File: src/rtl/led_scan_scheduler.sv
// HUB75 row-scan sequencer: shifts the next (row, plane) while the current one is shown
// with binary-coded-modulation weighting, then blanks, latches and re-lights the panel.
module led_scan_scheduler #(
    parameter int NUM_ROWS       = 32,
    parameter int BIT_PLANES     = 4,
    parameter int BASE_ON_CYCLES = 64,
    parameter int BLANK_CYCLES   = 4,
    localparam int SCAN_ROWS = NUM_ROWS / 2,
    localparam int ADDR_W    = (SCAN_ROWS > 1) ? $clog2(SCAN_ROWS) : 1,
    localparam int PLANE_W   = (BIT_PLANES > 1) ? $clog2(BIT_PLANES) : 1
) (
    input  logic               clk_in,
    input  logic               n_reset_in,
    input  logic               enable_in,
    input  logic               phy_ready_in,
    output logic               phy_enable_out,
    output logic [ADDR_W-1:0]  row_addr_out,
    output logic [PLANE_W-1:0] plane_out,
    output logic               frame_start_out,
    output logic [ADDR_W-1:0]  addr_out,
    output logic               latch_enable_out,
    output logic               output_enable_out
);

    localparam int CNT_W = $clog2((BASE_ON_CYCLES << (BIT_PLANES - 1)) + 1);
    localparam int BLK_W = (BLANK_CYCLES > 1) ? $clog2(BLANK_CYCLES) : 1;

    localparam logic [ADDR_W-1:0]  ROW_LAST   = ADDR_W'(SCAN_ROWS - 1);
    localparam logic [PLANE_W-1:0] PLANE_LAST = PLANE_W'(BIT_PLANES - 1);
    localparam logic [CNT_W-1:0]   BASE_CNT   = CNT_W'(BASE_ON_CYCLES);
    localparam logic [BLK_W-1:0]   BLANK_LAST = BLK_W'(BLANK_CYCLES - 1);

    typedef enum logic [2:0] {
        S_IDLE,
        S_FILL,
        S_BLANK,
        S_LATCH,
        S_DISPLAY
    } state_t;

    state_t             state_q;
    logic [ADDR_W-1:0]  ptr_row_q;
    logic [PLANE_W-1:0] ptr_plane_q;
    logic [CNT_W-1:0]   on_cnt_q;
    logic [BLK_W-1:0]   blank_cnt_q;
    logic               shift_busy_q;
    logic [1:0]         shift_ign_q;
    logic               issue_pend_q;
    logic               stop_q;

    logic               phy_en_q;
    logic [ADDR_W-1:0]  row_q;
    logic [PLANE_W-1:0] plane_q;
    logic               frame_q;
    logic [ADDR_W-1:0]  addr_q;
    logic               le_q;
    logic               oe_q;

    logic shift_pending;
    logic issue_now;
    logic at_origin;

    // The PHY needs a cycle to drop ready after a request, so the pulse cycle and
    // the one after it carry stale ready and are skipped.
    always_comb begin
        shift_pending = shift_busy_q && !((shift_ign_q == 2'd0) && phy_ready_in);
        at_origin     = (ptr_row_q == '0) && (ptr_plane_q == '0);
        issue_now     = 1'b0;
        if (state_q == S_IDLE) begin
            issue_now = enable_in && phy_ready_in;
        end else if (state_q == S_DISPLAY) begin
            issue_now = issue_pend_q && enable_in && phy_ready_in;
        end
    end

    always_ff @(posedge clk_in or negedge n_reset_in) begin
        if (!n_reset_in) begin
            state_q      <= S_IDLE;
            ptr_row_q    <= '0;
            ptr_plane_q  <= '0;
            on_cnt_q     <= '0;
            blank_cnt_q  <= '0;
            shift_busy_q <= 1'b0;
            shift_ign_q  <= 2'd0;
            issue_pend_q <= 1'b0;
            stop_q       <= 1'b0;
            phy_en_q     <= 1'b0;
            row_q        <= '0;
            plane_q      <= '0;
            frame_q      <= 1'b0;
            addr_q       <= '0;
            le_q         <= 1'b0;
            oe_q         <= 1'b0;
        end else begin
            phy_en_q <= 1'b0;
            frame_q  <= 1'b0;
            le_q     <= 1'b0;

            if (issue_now) begin
                shift_busy_q <= 1'b1;
                shift_ign_q  <= 2'd2;
                phy_en_q     <= 1'b1;
                row_q        <= ptr_row_q;
                plane_q      <= ptr_plane_q;
                frame_q      <= at_origin;
            end else if (shift_busy_q) begin
                if (shift_ign_q != 2'd0) begin
                    shift_ign_q <= shift_ign_q - 2'd1;
                end else if (phy_ready_in) begin
                    shift_busy_q <= 1'b0;
                end
            end

            case (state_q)
                S_IDLE: begin
                    oe_q <= 1'b0;
                    if (issue_now) begin
                        state_q <= S_FILL;
                    end
                end
                S_FILL: begin
                    if (!shift_pending) begin
                        blank_cnt_q <= BLANK_LAST;
                        state_q     <= S_BLANK;
                    end
                end
                S_BLANK: begin
                    if (blank_cnt_q == '0) begin
                        state_q  <= S_LATCH;
                        le_q     <= 1'b1;
                        addr_q   <= ptr_row_q;
                        on_cnt_q <= BASE_CNT << ptr_plane_q;
                        stop_q   <= 1'b0;
                        if (ptr_plane_q == PLANE_LAST) begin
                            ptr_plane_q <= '0;
                            ptr_row_q   <= (ptr_row_q == ROW_LAST) ? '0 : ptr_row_q + ADDR_W'(1);
                        end else begin
                            ptr_plane_q <= ptr_plane_q + PLANE_W'(1);
                        end
                    end else begin
                        blank_cnt_q <= blank_cnt_q - BLK_W'(1);
                    end
                end
                S_LATCH: begin
                    state_q      <= S_DISPLAY;
                    oe_q         <= 1'b1;
                    issue_pend_q <= 1'b1;
                end
                S_DISPLAY: begin
                    // OE drops the moment the weight is spent, independent of the PHY.
                    if (on_cnt_q != '0) begin
                        on_cnt_q <= on_cnt_q - CNT_W'(1);
                        oe_q     <= (on_cnt_q != CNT_W'(1));
                    end
                    if (issue_pend_q && !enable_in) begin
                        issue_pend_q <= 1'b0;
                        stop_q       <= 1'b1;
                    end else if (issue_now) begin
                        issue_pend_q <= 1'b0;
                    end
                    if ((on_cnt_q == '0) && !issue_pend_q && !shift_pending) begin
                        if (stop_q || !enable_in) begin
                            state_q     <= S_IDLE;
                            ptr_row_q   <= '0;
                            ptr_plane_q <= '0;
                        end else begin
                            blank_cnt_q <= BLANK_LAST;
                            state_q     <= S_BLANK;
                        end
                    end
                end
                default: begin
                    state_q <= S_IDLE;
                    oe_q    <= 1'b0;
                end
            endcase
        end
    end

    assign phy_enable_out    = phy_en_q;
    assign row_addr_out      = row_q;
    assign plane_out         = plane_q;
    assign frame_start_out   = frame_q;
    assign addr_out          = addr_q;
    assign latch_enable_out  = le_q;
    assign output_enable_out = oe_q;

endmodule
File: config.mk
export PLATFORM = sky130hd
export DESIGN_NAME = led_scan_scheduler
export DESIGN_NICKNAME = d
export VERILOG_FILES = /design/src/rtl/led_scan_scheduler.sv
export SDC_FILE = /design/constraint.sdc
export NUM_CORES = 1
export LEC_CHECK = 0
export CORE_MARGIN = 5
export CORE_UTILIZATION = 35
export DETAILED_ROUTE_END_ITERATION = 7
export DONT_BUFFER_PORTS = 1
export PLACE_DENSITY_LB_ADDON = 0.25
export SYNTH_ARGS = -nofsm -noshare
export SYNTH_HDL_FRONTEND = slang
export SYNTH_SLANG_ARGS = --single-unit
export TNS_END_PERCENT = 50
File: constraint.sdc
create_clock -name clk_in -period 5.45 [get_ports clk_in]
set_input_delay 1.09 -clock clk_in [delete_from_list [all_inputs] [get_ports clk_in]]
set_output_delay 1.09 -clock clk_in [all_outputs]
set_load 0.02 [all_outputs]
## Word-level counts from Yosys, hierarchy flattened

Cells that the tools add are included.

- Register bits after elaboration: 40
- Input bits: 4
- Output and inout port bits: 14
- Logic and storage cells: 125

- Add/sub/neg operators: 5
- Equal/unequal tests: 18
- Shift operators: 1
- Mux-type cells: 46
- Bitwise operators: 1
- Reduce and logical (&&, ||, !) cells: 38

Operators by type and width:

| operator | number |
|---|---|
| $mux 2 | 12 |
| $mux 10 | 2 |
| $mux 4 | 5 |
| $pmux 10 s2 | 1 |
| $mux 1 | 15 |
| $pmux 3 s5 | 1 |
| $mux 3 | 4 |
| $ne 2x2->1 const B | 6 |
| $logic_not 10->1 | 1 |
| $ne 10x1->1 const B | 1 |
| $reduce_and 5->1 | 2 |
| $reduce_bool 10->1 | 1 |
| $reduce_bool 2->1 | 5 |
| $shl 7x2->10 const A | 1 |
| $sub 10x1->10 const B | 1 |
| $logic_and 1x1->1 | 9 |
| $ne 2x1->1 const B | 4 |
| $pmux 4 s2 | 1 |
| $reduce_and 2->1 | 4 |
| $reduce_and 4->1 | 2 |
| $eq 3x2->1 const B | 2 |
| $logic_not 2->1 | 3 |
| $pmux 2 s3 | 1 |
| $reduce_and 3->1 | 2 |
| other kinds (18) | 23 |

## Logic depth before layout (Yosys ltp)

Gate-level depths: netlist (run 1).

- Depth after elaboration: 8
- Mapped depth: 8
- Depth with buffers taken out: 7

## Least setup slack after synthesis (run 1)

Ideal clock, no wire load.

- Kind: input to register
- Start: input phy_ready_in
- End: register blank_cnt_q[1]
- Setup time: 125 ps
- Arrival time: 1985 ps
- Path slack: 3340 ps
- Stages: 4
- Buffers on the path: 0
- Cell sequence: a21boi_0 > o31a_1 > nand2b_4 > mux2_4

- Word-level cells in the longest chain between the ends: 7

RTL lines:

| what | RTL line | source |
|---|---|---|
| start, declared | 15 | `input logic phy_ready_in,` |
| $logic_and 1x1->1 (*) | 66 | `shift_pending = shift_busy_q && !((shift_ign_q == 2'd0) && phy_ready_in);` |
| $logic_not 1->1 (*) | 66 |  |
| $logic_and 1x1->1 (*) | 66 |  |
| $logic_not 1->1 | 161 | `if ((on_cnt_q == '0) && !issue_pend_q && !shift_pending) begin` |
| $logic_and 1x1->1 | 161 |  |
| $ne 2x1->1 (no source line) | n/a |  |
| $reduce_and 5->1 (no source line) (*) | n/a |  |
| end signal, assigned | 141 | `blank_cnt_q <= blank_cnt_q - BLK_W'(1);` |
| end, declared | 45 | `logic [BLK_W-1:0] blank_cnt_q;` |

Mark *: on every way between the ends. The rest lies on a longest branch, timed or not.
A chain may end at the register's enable or synchronous reset.

## Worst setup path in the final report (run 1)

- Start: register state_q[1]
- End: register ptr_row_q[3]

- Word-level cells in the longest chain between the ends: 3

RTL lines:

| what | RTL line | source |
|---|---|---|
| start, declared | 41 | `state_t state_q;` |
| start signal, assigned | 78 | `state_q <= S_IDLE;` |
| start signal, assigned | 118 | `state_q <= S_FILL;` |
| start signal, assigned | 124 | `state_q <= S_BLANK;` |
| $eq 3x2->1 / $eq 3x3->1 (equally long branches) | 114 | `case (state_q)` |
| $ne 2x2->1 (no source line), or another cell as far along | n/a |  |
| $reduce_and 5->1 (no source line) | n/a |  |
| end signal, assigned | 136 | `ptr_row_q <= (ptr_row_q == ROW_LAST) ? '0 : ptr_row_q + ADDR_W'(1);` |
| end, declared | 42 | `logic [ADDR_W-1:0] ptr_row_q;` |

Parallel ways exist; a longest one is shown, timed or not.

==> metrics.md, run 1 <==
| Metric | Value |
|---|---|
| GRT Overall Usage | ~12% |
| Initial antenna violation count | 0 |
| Yosys warning total | 0 |
| Fin area | approximately 2300 µm² |
| CP cell instances | nor3b_2, nand2_1, inv_1, and3_1, a41oi_1, a31oi_1 |
| Clk_lat worst skew | 0.29 ns |
| CP arrival | around 2.4 ns |
| Worst-path clk slew | roughly 0.080 ns |
| Cts repair resizes | 0 |
| Top cell type by total area after synthesis | dfrtp_1 |
| Syn nets | about 230 |
| RSZ-0062 raised after global routing | no |
| Final core utilization | 39.0% |
| Ys async rst share | 100% |
| Setup violators final | 0 |
| Number of buffers added for setup after CTS | 0 |
| Type of origin of the critical path | flip-flop |
| Synth Instances | 210 |
| Place WS | between 3 and 4 ns |
| Slew @ Worst Pin | approximately 1.1 ns |
| CORE AREA | slightly below 6000 µm² |
| Synthesized flop and latch total | 40 |
| Starting Density | between 30% and 40% |
| Detailed placement HPWL | a little over 3 mm |
| Slowest stage cell, crit path | dfrtp_1 |
| H-tree depth | 2 |
| Pwr/cell area | 574 nW/µm² |
| Tmin final | ~2.2 ns |
| EDFF count, synth | 0 |
| Crit Path Class | reg -> reg |
| Ys flop type | dfrtp_1 |
| IO Port Bufs | 0 |
| Required @ worst endpoint | between 5 and 6 ns |
| # fillers | roughly 580 |
| Crit end category | flip-flop |
| Placed Instance Area | around 2200 µm² |
| Drt pass-1 iters | 4 |
| Worst hold path type | in -> async |
| Mapped Area | between 2000 and 2500 µm² |
| Die area | approximately 7600 µm² |
| Via density | just over 5 |
| Synth-to-Final Area Change | 9.36% |
| Clk sinks | 40 |
| Final Non-Filler Cells | between 200 and 300 |
| Largest fanout on the critical path | 15 |
| Die X | between 80 and 90 µm |
| Synth unique cells | 47 |
| DRC errors left | 0 |
| DRT iter0 DRCs | 57 |
| RR Startpoint | state_q[1]$_DFFE_PN0P_ |
| CTS tree | done |
| Total grt overflow | 0 |
| Final nets | roughly 230 |
| CTS root buf | clkbuf_8 |
| Synthesized area per cell | between 9 and 10 µm² |
| Top post-synthesis cells by area | dfrtp_1 (48%), ha_1 (6.6%), nand2_1 (4.9%) |
| Routed wire per std cell | 15.0 µm |
| Hold Buf Count CTS | 0 |
| Max Slew Vio Count | 0 |
| Max IR drop VDD | between 0.00015 and 0.0002 V |
| Routed via count | ~1500 |
| # placed instances | between 200 and 300 |
| CTS max path bufs | 2 |
| Total Wirelength | roughly 4.3 mm |
| Reg2reg path depth | 6 |
| Top cell type's share of synthesized area | between 40 and 50% |
| Leakage power | just over 1 nW |
| Outcome | finished clean |
| Max Freq | between 400 and 500 MHz |
| Final WS setup | 3.23 ns |
| Fin crit share | between 40% and 50% |
| Max incr delay on CP | approximately 0.56 ns |
| Final hold slack | 0.483 ns |
| Worst r2r dst | ptr_row_q[3]$_DFFE_PN0P_ |
| Largest net degree at the start of global routing | a little over 40 |
| Post-DRT Antenna Nets | 0 |
| Setup TNS after final layout | 0 ns |
| Max Clock Skew | ~0.0052 ns |
| Maximum capacitance violations | 0 |
| Slew HR | between 20% and 30% |
| Die Y | just under 90 µm |
| R2R Setup Slk | 3.23 ns |
| # rows | 28 |
| # IOs | 18 |
| PnR Total Power | ~1.3 mW |
| Share of cells above drive strength 1 | ~9% |
| Antenna cells | 0 |
| Total CTS buffers | 5 |
| First-pass GRT wire length | between 7 and 8 mm |
| Seq/Total Area, Yosys | between 40% and 50% |
| Vias in the first global route | about 1400 |
| GP Congestion | 0.856 |
| Fin. Hold Viols | 0 |
per-layer routing:
layer | vias up | track usage [%] | wire (µm)
li1 | 736 | - | -
met1 | 722 | 16.7 | 2120
met2 | 20 | 18.8 | 1970
met3 | 7 | 2.46 | 143
met4 | 0 | 5.02 | 74
met5 | - | 0 | 0
cells by family (layout without fill, tap and decap cells):
kind of cell	Yosys count	count (layout)	share of synthesized area, %
compound gates	53	53	17.3
xor+xnor	6	6	2.52
buf+inv	24	25	4.56
mux	3	3	1.74
fa+ha+maj	12	12	7.08
simple gates	72	72	18.7
flops	40	40	48.0
worst max-delay path by stage:
stage                                start                         end  cells after the start
floorplan                     phy_ready_in  blank_cnt_q[1]$_DFFE_PN0P_                      4
global placement              phy_ready_in  blank_cnt_q[1]$_DFFE_PN0P_                      4
detailed placement            phy_ready_in  blank_cnt_q[1]$_DFFE_PN0P_                      4
CTS                 state_q[1]$_DFFE_PN0P_    ptr_row_q[3]$_DFFE_PN0P_                      6
global route        state_q[1]$_DFFE_PN0P_     on_cnt_q[6]$_DFFE_PN0P_                      6
finish              state_q[1]$_DFFE_PN0P_    ptr_row_q[3]$_DFFE_PN0P_                      6
synth_stat cells (all sizes together), types with 2 or more instances:
cell      n
dfrtp    40
buf       4
mux2      2
nand2    27
o21ai    18
o211ai    2
inv      18
o31ai     3
nand2b    4
nor3b     2
nor4      3
xnor2     2
a21oi     6
nand3     7
clkbuf    2
o31a      3
nor3      4
xor2      4
o22ai     3
o2111ai   2
ha       11
a31oi     5
and3b     2
nor2     18
critical path: cells and delay by family (launching register included):
| family | cells | cell delay, ns |
|---|---|---|
| AND/OR/NAND/NOR | 3 | 0.89 |
| flip-flops | 1 | 0.56 |
| buffers and inverters | 1 | 0.43 |
| AO/OA/AOI/OAI | 2 | 0.28 |
cells in the final DEF, fill, tap and decap left out, types with 2 or more instances in the layout:
cell type / netlist / routed
and3b_1: 2 / 2
a31oi_1: 4 / 4
clkbuf_8: 0 / 5
o211ai_1: 2 / 2
nor3_1: 3 / 3
nor2_1: 18 / 18
o21ai_0: 18 / 18
ha_1: 11 / 11
nand3_1: 7 / 7
nor4_4: 2 / 2
xnor2_1: 2 / 2
dfrtp_1: 40 / 40
o31ai_1: 3 / 3
nand2_1: 27 / 27
bufinv_16: 0 / 2
xor2_1: 4 / 4
o31a_1: 3 / 3
inv_1: 18 / 18
a21oi_1: 6 / 6
nor3b_2: 2 / 2
o2111ai_1: 2 / 2
nand2b_1: 3 / 3
o22ai_1: 3 / 3
layout make-up:
class	count	area, µm²	share of cell area (%)
multi-input cells	146	988	43.4
well taps	75	93.8	4.12
inverters	18	67.6	2.96
flip-flops and latches	40	1000	43.9
clock buffers	5	68.8	3.02
clock inverters	2	60.1	2.63
power by group:
| group | internal (mW) | switching, mW |
|---|---|---|
| sequential | 0.421 | 0.190 |
| clock | 0.180 | 0.108 |
| combinational | 0.183 | 0.227 |
| total | 0.785 | 0.524 |
state kept, by name (all words and copies together), names as in the netlist, 2 cells and up:
name	cells
state_q	3
shift_ign_q	2
row_addr_out	4
on_cnt_q	10
ptr_plane_q	2
plane_out	2
blank_cnt_q	2
addr_out	4
ptr_row_q	4
No activity file was read; power rests on OpenSTA's default activity.
==> run 2: changes to the inputs <==
clock period = 1.8 ns   (was 5.45 ns; I/O delays follow)
==> metrics.md, run 2 (synthesized netlist as in run 1, its figures left out) <==
| Metric | Value |
|---|---|
| Outcome | complete, but fails checks |
| Failing checks | setup timing |
| Total Wirelength | 4.66 mm |
| Max IR drop VDD | roughly 0.00059 V |
| Total CTS buffers | 5 |
| Routed wire per std cell | about 15 µm |
| Max Slew Vio Count | 0 |
| CTS max path bufs | 2 |
| Worst hold path type | in -> reg |
| Slew HR | roughly three quarters |
| H-tree depth | 2 |
| Detailed placement HPWL | 3.43 mm |
| CORE AREA | around 6000 µm² |
| Critical path's top delay family | compound AO/OA/AOI/OAI gates |
| Sequential Area | around 1000 µm² |
| CTS tree | done |
| Final core utilization | a little over two fifths |
| Synth-to-Final Area Change | 19.9% |
| Largest fanout on the critical path | 5 |
| Vias in the first global route | approximately 1600 |
| Via density | around 5 |
| Max Freq | approximately 550 MHz |
| Final Non-Filler Cells | between 300 and 400 |
| Post-DRT Antenna Nets | 0 |
| Area of the multi-input gates | approximately 1000 µm² |
| Crit path buf inv count | 2 |
| Fin. Hold Viols | 0 |
| GP Congestion | about 0.82 |
| # rows | 28 |
| GRT Overall Usage | around an eighth |
| Die X | 87.2 µm |
| Total grt overflow | 0 |
| Die area | ~7600 µm² |
| Required @ worst endpoint | 1.99 ns |
| Drt pass-1 iters | 4 |
| Share of cells above drive strength 1 | 21.0% |
| Reg2reg path depth | 7 |
| Tmin final | between 1.5 and 2 ns |
| Most frequent cells in the layout | dfrtp_1 (40), nand2_1 (27), buf_4 (24) |
| Hold Crit Depth | 2 |
| RSZ-0062 raised after global routing | yes |
| Slowest stage cell, crit path | dfrtp_1 |
| Clk_lat worst skew | between 0.2 and 0.3 ns |
| DRT iter0 DRCs | 84 |
| Setup violators final | 1 |
| Fin crit share | 101% |
| Routed via count | approximately 1600 |
| Clk sinks | 40 |
| Worst r2r dst | blank_cnt_q[1]$_DFFE_PN0P_ |
| Slew @ Worst Pin | roughly 0.38 ns |
| IO Port Bufs | 0 |
| Leakage power | ~1.2 nW |
| Crit Path Class | reg -> reg |
| CP arrival | 2.00 ns |
| Type of origin of the critical path | flip-flop |
| Final WS setup | -0.0115 ns |
| Antenna cells | 0 |
| Max incr delay on CP | about 0.38 ns |
| Initial antenna violation count | 0 |
| DRC errors left | 0 |
| Largest net degree at the start of global routing | around 40 |
| Largest register FFs | 10 |
| Hold path endpoint | state_q[1]$_DFFE_PN0P_ |
| Crit end category | flip-flop |
| Maximum capacitance violations | 0 |
| R2R Setup Slk | -0.01 ns |
| Worst-path clk slew | ~0.080 ns |
| # IOs | 18 |
| Biggest register | on_cnt_q |
| # fillers | roughly 570 |
| CTS root buf | clkbuf_8 |
| RR Startpoint | shift_ign_q[1]$_DFFE_PN0P_ |
| HP Start | enable_in |
| Starting Density | roughly 36% |
| Pwr/cell area | between 1500 and 2000 nW/µm² |
| CP cell instances | inv_1, ha_2, a21boi_0, buf_4, o31a_1, nand2b_4, mux2_4 |
| Final nets | approximately 250 |
| Max Clock Skew | between 0.006 and 0.007 ns |
| First-pass GRT wire length | slightly below 8 mm |
| Commonest non-fill, non-tap cell in the layout | dfrtp_1 |
| # placed instances | a little over 300 |
| Die Y | approximately 87 µm |
-- run 2: how the worst max path moves through the flow --
stage | start | to | slack (ns) | cells past startpoint
floorplan | on_cnt_q[5]$_DFFE_PN0P_ | blank_cnt_q[1]$_DFFE_PN0P_ | -0.006 | 5
global route | on_cnt_q[7]$_DFFE_PN0P_ | blank_cnt_q[1]$_DFFE_PN0P_ | -0.07 | 5
global placement | on_cnt_q[5]$_DFFE_PN0P_ | on_cnt_q[6]$_DFFE_PN0P_ | 0.03 | 6
finish | shift_ign_q[1]$_DFFE_PN0P_ | blank_cnt_q[1]$_DFFE_PN0P_ | -0.01 | 7
detailed placement | shift_ign_q[0]$_DFFE_PN0P_ | blank_cnt_q[1]$_DFFE_PN0P_ | 0.005 | 7
CTS | on_cnt_q[5]$_DFFE_PN0P_ | on_cnt_q[6]$_DFFE_PN0P_ | 0.0003 | 6
-- run 2: report_power, final --
group	total, mW	switching [mW]	internal [mW]	leakage (nW)
Sequential	1.77	0.498	1.28	0.494
Combinational	1.65	0.869	0.784	0.603
Clock	0.740	0.330	0.410	0.0541
Total	4.17	1.70	2.47	1.15
-- run 2: area by class of cell --
class,count,area share [%]
multi-input cells,146,40.6
flip-flops and latches,40,40.1
repair buffers,26,8.41
well taps,75,3.76
clock buffers,5,2.75
inverters,18,2.70
clock inverters,3,1.70
-- run 2: metal layers --
metal | track usage, % | vias up | part of all wire (%)
met2 | 22.5 | 27 | 49
li1 | - | 786 | -
met5 | 0 | - | 0
met1 | 16.7 | 753 | 46
met4 | 3.77 | 0 | 1.1
met3 | 3.22 | 4 | 4.3
-- run 2: repair_timing --
item	CTS	global route
setup buffers	0	1
gates resized for setup	2	6
hold buffers	2	0
hold endpoints to repair	40	0
pin swaps	1	4
endpoints found under the setup margin	2	9
-- run 2: through the flow --
stage	TNS (ns)	power (mW)	hold WS (ns)	instance area, µm²	setup WS [ns]
after floorplan	-0.00559	2.79	0.0644	2080	-0.00559
after global placement	0	3.34	0.0654	2320	0.0324
after detailed placement	0	3.39	0.0654	2320	0.00532
after CTS	0	4.18	0.243	2470	0.000258
after global routing	-0.199	4.49	0.250	2500	-0.0711
final	-0.0115	4.17	0.252	2500	-0.0115
==> run 3: changes to the inputs <==
clock period = 1.6 ns   (was 1.8 ns; I/O delays follow)
==> metrics.md, run 3 (synthesized netlist as in run 1, its figures left out) <==
| Metric | Value |
|---|---|
| Outcome | complete, but fails checks |
| Failing checks | setup timing |
| CORE AREA | 5850 µm² |
| Total Wirelength | 4.77 mm |
| Maximum capacitance violations | 0 |
| Setup TNS after final layout | -1.03 ns |
| DRC errors left | 0 |
| Detailed placement HPWL | ~3.5 mm |
| Max Freq | roughly 570 MHz |
| Critical path's top delay family | simple AND/OR/NAND/NOR gates |
| Final nets | about 270 |
| Max Slew Vio Count | 0 |
| Die X | a little under 90 µm |
| Initial antenna violation count | 0 |
| Crit path buf inv count | 0 |
| Largest fanout on the critical path | 4 |
| Max incr delay on CP | around 0.42 ns |
| Tmin final | 1.76 ns |
| Largest register FFs | 10 |
| Clk sinks | 40 |
| Share of cells above drive strength 1 | 30.6% |
| Worst-path clk slew | 0.09 ns |
| Required @ worst endpoint | ~1.8 ns |
| Area of the multi-input gates | around 1100 µm² |
| PnR Total Power | 5.10 mW |
| Hold Crit Depth | 2 |
| NetSw | ~2 mW |
| Die Y | 87.2 µm |
| Vias in the first global route | approximately 1700 |
| Most frequent cells in the layout | buf_4 (42), dfrtp_1 (39), nand2_1 (26) |
| CTS tree | done |
| Slew @ Worst Pin | ~0.33 ns |
| Post-DRT Antenna Nets | 0 |
| Commonest non-fill, non-tap cell in the layout | buf_4 |
| Max Clock Skew | 0.00906 ns |
| Worst hold path type | in -> reg |
| Sequential Area | about 1000 µm² |
| Crit end category | flip-flop |
| Fin area | around 2700 µm² |
| Largest net degree at the start of global routing | between 40 and 50 |
| Comb power frac | 44.5% |
| Synth-to-Final Area Change | 30.1% |
| DRT iter0 DRCs | ~70 |
| Biggest register | on_cnt_q |
| CP cell instances | nor4_4, nand3_1, o31a_1, nand2b_4, mux2_4 |
| Crit. path cell count | 5 |
| Clock group share of total power | 16.8% |
| Routed via count | around 1700 |
| H-tree depth | 2 |
| # IOs | 18 |
| Part of the power in registers | 38.6% |
| Place WS | -0.166 ns |
| Drt pass-1 iters | 4 |
| Final WS setup | -0.155 ns |
| # fillers | between 500 and 600 |
| First-pass GRT wire length | between 8 and 9 mm |
| Slowest stage cell, crit path | dfrtp_1 |
| Fin crit share | 110% |
| # rows | 28 |
| Type of origin of the critical path | flip-flop |
| Total CTS buffers | 5 |
| Setup violators final | 13 |
| Clk_lat worst skew | 0.29 ns |
| Antenna cells | 0 |
| GRT Overall Usage | between 10% and 20% |
| CP arrival | slightly below 2 ns |
| P_int | between 3 and 4 mW |
| Leakage power | about 1.3 nW |
| Routed wire per std cell | roughly 14 µm |
| Starting Density | 35.6% |
| Die area | approximately 7600 µm² |
| CTS max path bufs | 2 |
| IO Port Bufs | 0 |
| Via density | between 5 and 6 |
| Pwr/cell area | between 1500 and 2000 nW/µm² |
| Placed Instance Area | between 2000 and 2500 µm² |
| Max IR drop VDD | approximately 0.00062 V |
| Total grt overflow | 0 |
| GP Congestion | 0.794 |
| Crit Path Class | reg -> reg |
| CTS root buf | clkbuf_8 |
| Reg2reg path depth | 5 |
| Fin. Hold Viols | 0 |
| Slew HR | 78.1% |
| RSZ-0062 raised after global routing | yes |
| Switching Fraction | between 30% and 40% |
## run 3: cell types whose count changed in the layout (fill, tap and decap cells not counted), moves of 2 or more
cell	delta
buf_4	+18
o21ai_0	-7
o21ai_1	+5
nor2_1	-2
nor2_2	+2
o21ai_2	+2
## run 3: power by group through the flow
stage	clock network, mW	registers [mW]	logic [mW]
2_1_floorplan	0	1.95	1.22
3_3_place_gp	0	1.98	2.02
3_5_place_dp	0	1.99	2.05
4_1_cts	0.879	1.98	2.14
5_1_grt	0.924	2.04	2.55
6_report	0.859	1.97	2.27
## run 3: per-layer routing
| layer | vias up | wire length (µm) | track usage (%) | share of wire (%) |
|---|---|---|---|---|
| met3 | 4 | 175 | 3.03 | 3.7 |
| met5 | - | 0 | 0 | 0 |
| met1 | 817 | 2260 | 17.4 | 47 |
| met2 | 33 | 2270 | 22.7 | 48 |
| li1 | 829 | - | - | - |
| met4 | 0 | 63 | 5.16 | 1.3 |
## run 3: final timing paths
kind / from / to / slack [ns]
worst max-delay path: on_cnt_q[5]$_DFFE_PN0P_ / blank_cnt_q[1]$_DFFE_PN0P_ / -0.16
worst min-delay path: enable_in / state_q[1]$_DFFE_PN0P_ / 0.26
worst max register to register: on_cnt_q[5]$_DFFE_PN0P_ / blank_cnt_q[1]$_DFFE_PN0P_ / -0.16
worst min register to register: ptr_row_q[2]$_DFFE_PN0P_ / frame_start_out$_DFF_PN0_ / 0.51
max in group asynchronous: n_reset_in / state_q[0]$_DFFE_PN0P_ / 0.90
min in group asynchronous: n_reset_in / blank_cnt_q[0]$_DFFE_PN0P_ / 0.50
## run 3: area by class of cell
| cell class | instances | area share, % |
|---|---|---|
| Tap cell | 75 | 3.46 |
| Sequential cell | 40 | 36.9 |
| Multi-Input combinational cell | 146 | 39.0 |
| Timing Repair Buffer | 46 | 13.9 |
| Clock inverter | 3 | 1.71 |
| Clock buffer | 5 | 2.54 |
| Inverter | 18 | 2.49 |
## run 3: what timing repair did
action / 4_1_cts / 5_1_grt
pin swaps: 4 / 7
gates resized for setup: 9 / 17
endpoints found under the hold margin: 40 / 0
buffers inserted: 2 / 3
cloned: 0 / 0
endpoints found under the setup margin: 17 / 20
hold buffers: 2 / 0
## run 3: metrics by stage
| step | util (%) | hold WS, ns | cells |
|---|---|---|---|
| 2_1_floorplan | - | 0.0244 | 210 |
| 4_1_cts | 45.3 | 0.220 | 331 |
| 3_5_place_dp | 42.2 | 0.0255 | 319 |
| 5_1_grt | 46.4 | 0.259 | 333 |
| 3_3_place_gp | 42.2 | 0.0255 | 319 |
| 6_report | 46.4 | 0.257 | 333 |
## run 3: worst reg2reg max path, cell delays in order, from the launching register on
cell	delay (ns)
dfrtp_1	0.42
nor4_4	0.30
nand3_1	0.15
o31a_1	0.33
nand2b_4	0.17
mux2_4	0.29
